===== src/rtl/mac_acc.sv =====
// -----------------------------------------------------------------------------
// mac_acc -- signed multiply-accumulate stage feeding the aggregation stage.
//
// Accepts LEN signed activation/weight pairs over a valid/ready handshake and
// sums their products in an accumulator that is wide enough never to overflow.
// The finished dot product is reduced to DW bits and held on a valid/ready
// output port until the consumer takes it.
//
// Optional feature macro: MAC_SAT_EN
//   defined   : the result is clamped to the signed DW range, and ovf flags
//               that the clamp was applied.
//   undefined : the result wraps (low DW bits are kept), and ovf is tied to 0.
//
// Parameters
//   DW   output word width (signed)
//   IW   operand width (signed two's complement)
//   LEN  products per result (>= 1)
//
// Ports
//   clk        clock, rising edge
//   rst        asynchronous active-high reset
//   in_valid   in_x/in_w carry a term
//   in_ready   a term can be accepted this cycle (registered state decode)
//   in_x       signed activation
//   in_w       signed weight
//   sum_valid  sum_out holds a completed result
//   sum_ready  downstream consumes the result this cycle
//   sum_out    signed reduced dot product
//   ovf        result was clamped (qualified by sum_valid)
//   busy       FSM is not idle
// -----------------------------------------------------------------------------
module mac_acc #(
    parameter int DW  = 12,
    parameter int IW  = 6,
    parameter int LEN = 16
) (
    input  logic                 clk,
    input  logic                 rst,
    input  logic                 in_valid,
    output logic                 in_ready,
    input  logic signed [IW-1:0] in_x,
    input  logic signed [IW-1:0] in_w,
    output logic                 sum_valid,
    input  logic                 sum_ready,
    output logic signed [DW-1:0] sum_out,
    output logic                 ovf,
    output logic                 busy
);

    localparam int AW = 2*IW + $clog2(LEN);
    localparam int CW = $clog2(LEN+1);

    typedef enum logic [1:0] {
        ST_IDLE = 2'd0,
        ST_ACC  = 2'd1,
        ST_HOLD = 2'd2
    } state_t;

    state_t                 state_r, state_s;
    logic signed [AW-1:0]   acc_r, acc_s;
    logic [CW-1:0]          cnt_r, cnt_s;
    logic signed [DW-1:0]   sum_r, sum_s;
    logic                   ovf_r, ovf_s;
    logic                   in_ready_r, sum_valid_r, busy_r;
    logic                   accept_s;
    logic                   load_s;
    logic signed [2*IW-1:0] prod_s;
    logic signed [AW-1:0]   prod_ext_s;
    logic [DW:0]            red_s;

    // Reduce the wide accumulator to the output width; returns {ovf, value}.
    function automatic logic [DW:0] reduce_acc(input logic signed [AW-1:0] v);
`ifdef MAC_SAT_EN
        logic signed [AW-1:0] sat_max;
        logic signed [AW-1:0] sat_min;
        sat_max = {{(AW-DW+1){1'b0}}, {(DW-1){1'b1}}};
        sat_min = {{(AW-DW+1){1'b1}}, {(DW-1){1'b0}}};
        if (v > sat_max) begin
            reduce_acc = {1'b1, sat_max[DW-1:0]};
        end else if (v < sat_min) begin
            reduce_acc = {1'b1, sat_min[DW-1:0]};
        end else begin
            reduce_acc = {1'b0, v[DW-1:0]};
        end
`else
        reduce_acc = {1'b0, v[DW-1:0]};
`endif
    endfunction

    // Signed product, sign-extended to the accumulator width.
    always_comb begin
        prod_s     = (2*IW)'(in_x) * (2*IW)'(in_w);
        prod_ext_s = AW'(prod_s);
    end

    // Next-state, accumulator and result-capture logic.
    always_comb begin
        state_s  = state_r;
        acc_s    = acc_r;
        cnt_s    = cnt_r;
        sum_s    = sum_r;
        ovf_s    = ovf_r;
        load_s   = 1'b0;
        red_s    = {(DW+1){1'b0}};
        accept_s = in_valid && in_ready_r;
        case (state_r)
            ST_IDLE: begin
                if (accept_s) begin
                    acc_s = prod_ext_s;
                    cnt_s = CW'(1);
                    if (LEN == 1) begin
                        state_s = ST_HOLD;
                        load_s  = 1'b1;
                    end else begin
                        state_s = ST_ACC;
                    end
                end else begin
                    state_s = ST_IDLE;
                end
            end
            ST_ACC: begin
                if (accept_s) begin
                    acc_s = acc_r + prod_ext_s;
                    cnt_s = cnt_r + CW'(1);
                    if (cnt_r == CW'(LEN-1)) begin
                        state_s = ST_HOLD;
                        load_s  = 1'b1;
                    end else begin
                        state_s = ST_ACC;
                    end
                end else begin
                    state_s = ST_ACC;
                end
            end
            ST_HOLD: begin
                if (sum_ready) begin
                    state_s = ST_IDLE;
                end else begin
                    state_s = ST_HOLD;
                end
            end
            default: begin
                state_s = ST_IDLE;
            end
        endcase
        // The result is captured on the same edge as the final accumulation.
        if (load_s) begin
            red_s = reduce_acc(acc_s);
            ovf_s = red_s[DW];
            sum_s = red_s[DW-1:0];
        end else begin
            red_s = {(DW+1){1'b0}};
        end
    end

    // State, datapath and registered output decodes.
    always_ff @(posedge clk or posedge rst) begin
        if (rst) begin
            state_r     <= ST_IDLE;
            acc_r       <= {AW{1'b0}};
            cnt_r       <= {CW{1'b0}};
            sum_r       <= {DW{1'b0}};
            ovf_r       <= 1'b0;
            in_ready_r  <= 1'b1;
            sum_valid_r <= 1'b0;
            busy_r      <= 1'b0;
        end else begin
            state_r     <= state_s;
            acc_r       <= acc_s;
            cnt_r       <= cnt_s;
            sum_r       <= sum_s;
            ovf_r       <= ovf_s;
            in_ready_r  <= (state_s != ST_HOLD);
            sum_valid_r <= (state_s == ST_HOLD);
            busy_r      <= (state_s != ST_IDLE);
        end
    end

    assign in_ready  = in_ready_r;
    assign sum_valid = sum_valid_r;
    assign sum_out   = sum_r;
    assign ovf       = ovf_r;
    assign busy      = busy_r;

endmodule


===== config.mk =====
export PLATFORM = sky130hd
export DESIGN_NAME = mac_acc
export DESIGN_NICKNAME = d
export VERILOG_FILES = /design/src/rtl/mac_acc.sv
export SDC_FILE = /design/constraint.sdc
export NUM_CORES = 1
export LEC_CHECK = 0
export ABC_AREA = 0
export BUFFER_PORTS_ARGS = -buffer_cell sky130_fd_sc_hd__buf_2
export CAP_MARGIN = 20
export CORE_MARGIN = 2
export CORE_UTILIZATION = 33
export DETAILED_ROUTE_END_ITERATION = 16
export GPL_TIMING_DRIVEN = 0
export PLACE_DENSITY = 0.48
export SYNTH_ARGS = -nofsm -noshare
export SYNTH_HDL_FRONTEND = slang
export SYNTH_SLANG_ARGS = --single-unit

===== constraint.sdc =====
create_clock -name clk -period 3.1 [get_ports clk]
set_input_delay 0.465 -clock clk [delete_from_list [all_inputs] [get_ports clk]]
set_output_delay 0.465 -clock clk [all_outputs]
set_load 0.03 [all_outputs]

==> results.ini <==
[floorplanning]
initial_core_util_pct=33.5
pin_count=32
core_um2=9640
dieWidth_um=103
die_area_um2=10600
die_height_um=103
num_rows=36

[critical_path]
crit_type=in2reg
endpoint_kind=register
cp-start-kind=primary input
ff2ff_path_depth=10
reg2reg_setup_slack_ns=0.73
r2r_end=sum_out[4]
cp_max_fo=3
cp.required_ns=3.26
crit_start=in_x[0]
r2r_start=acc_r[0]
crit_arrival_ns=5.11

[grt]
grt_pass1_wl_um=12900
grt_pass1_vias=2795
gr-total-overflow=0
grtUsageTotal_pct=15.2
grt_max_degree=22
antenna_found_initial=0

[timing]
hold_viol=0
final.period_utilization_pct=160
timing.fmax_mhz=202
slew_headroom_pct=58.4
drv_slew=0
setup_viol=16
tns_ns=-21.21
rsz0062_at_grt=yes
min_period_ns=4.95
tightestPinTransition_ns=0.624
setup_ws_ns=-1.85
fin_skew_ns=0.00798

[clock_tree]
cts_tree=done
cts_buffers=5
hold_buffers=0
clkTransAtPathRegs_ns=0.07
clk_latency_ns=0.29
cts_max_level=2
clock-sinks=34
clockBufferDepth=2
root_buffer=clkbuf_8

[logic_synthesis]
yosysWarnings=0
seq_area_frac_synth_pct=26.4
async_flop_share_pct=100
synth_ff_type=dfrtp_1
synth_edf_count=0
synthesis.nets=425
syn-cell-area_um2=3230
syn_inst=348
synth_area_per_cell_um2=9.29
synth-seq-cells=34
yosysUniqueCellTypes=43

[layout]
antennaDiodeCount=0
final_common_cell=nand2_1
drive_above_1_share_pct=31.7
final_cell_mix=nand2_1 (36), inv_1 (34), dfrtp_1 (33)
final_nets=481
area_growth_pct=32.9

[route]
via_per_inst=4.90
wl_per_cell_um=13.6
drt_drc_violations_left=0
drt-initial-drc-count=47
postRouteAntennaNets=0
first_pass_iters=4
vias=2632
routed_wl_um=7300

[pwr]
p_leak_nw=1.93
peakVddDrop_v=0.000709
power_density_nw_per_um2=1250

[placement]
io_buffers=30
dp_hpwl_um=5680
gp_congestion=0.789
dp_slack_ns=-2.29

[hold_path]
hold_path.class=in2async

[outcome]
violations=negative setup slack
status=finished with violations

[job]
maxCapViolations=0

## power breakdown
group          total [mW]  internal [mW]  switching, mW
logic                4.26           2.10           2.15
clock network       0.311          0.155          0.156
registers           0.788          0.647          0.141
## registers in the layout, indices dropped and copies added, names as in the netlist
name,count
busy,1
acc_r,12
cnt_r,5
in_ready,1
sum_out,12
state_r,2
sum_valid,1
## per-stage QoR
step	power, mW	cells	util, %	hold WS (ns)	area, um2
3_3_place_gp	3.74	511	37.7	0.460	3640
4_1_cts	4.98	533	42.9	0.275	4130
6_report	5.35	537	44.5	0.251	4290
2_1_floorplan	3.12	348	-	0.449	3320
3_5_place_dp	3.78	512	38.0	0.467	3670
5_1_grt	5.87	537	44.5	0.295	4290
## worst max-delay path, cell delays in order
cell and delay, ns:
buf_8 0.09, nand2b_4 0.13, fa_1 0.49, fa_1 0.52, inv_2 0.04, fa_1 0.47
fa_2 0.59, inv_2 0.05, fa_2 0.37, buf_6 0.14, xnor2_4 0.18, ha_4 0.25
a2111o_1 0.44, a31oi_4 0.22, o21bai_4 0.09, or3_1 0.36, a21oi_2 0.16, a211oi_2 0.05
## kinds of logic after synthesis
group	Yosys count	share of synthesized area, %
AND/OR/NAND/NOR	112	17.0
AO/OA/AOI/OAI	73	14.7
adder cells (fa/ha/maj)	61	29.9
buffers and inverters	45	5.34
flip-flops	34	26.4
XOR/XNOR	13	3.52
multiplexers	9	3.02
other	1	0.116
## repair_timing
action | in CTS | in global routing
pin swaps | 36 | 10
buffers inserted | 14 | 4
resized for setup | 62 | 27
setup endpoints to repair | 17 | 17
## per-layer routing
metal / global-route usage (%) / up-vias / share of wire [%]
li1: - / 1290 / -
met1: 19.8 / 1288 / 47
met2: 26.6 / 43 / 49
met3: 2.03 / 11 / 3.0
met4: 4.25 / 0 / 1.5
met5: 0 / - / 0
## layout make-up
cell class	count	area, um2
repair buffers	49	384
fillers	971	5350
flip-flops and latches	34	852
inverters	37	139
plain buffers	8	33.8
clock buffers	7	76.3
well taps	133	166
multi-input cells	269	2640
## cells in the mapped netlist, types with 4 or more instances
library cell / instances / area [um2]
fa_1: 27 / 541
nor2b_1: 7 / 43.8
xnor2_1: 9 / 78.8
nand2_1: 40 / 150
mux2_2: 6 / 67.6
and2_1: 21 / 131
xor2_1: 4 / 35.0
a21oi_1: 13 / 65.1
nor2_1: 12 / 45.0
o21ai_0: 22 / 110
clkbuf_1: 7 / 26.3
inv_1: 37 / 139
ha_1: 34 / 425
nand3_1: 9 / 45.0
dfrtp_1: 33 / 826
nor3_1: 10 / 50.1
or3_1: 5 / 31.3
o21a_1: 13 / 97.6
## worst max-delay path by stage
stage	to	slack [ns]
detailed placement	acc_r[11]	-2.29
finish	acc_r[11]	-1.85
CTS	acc_r[11]	-1.84
global placement	acc_r[11]	-2.28
global route	acc_r[11]	-2.00
floorplan	acc_r[11]	-1.73
Power figures use the tool's default switching activity.
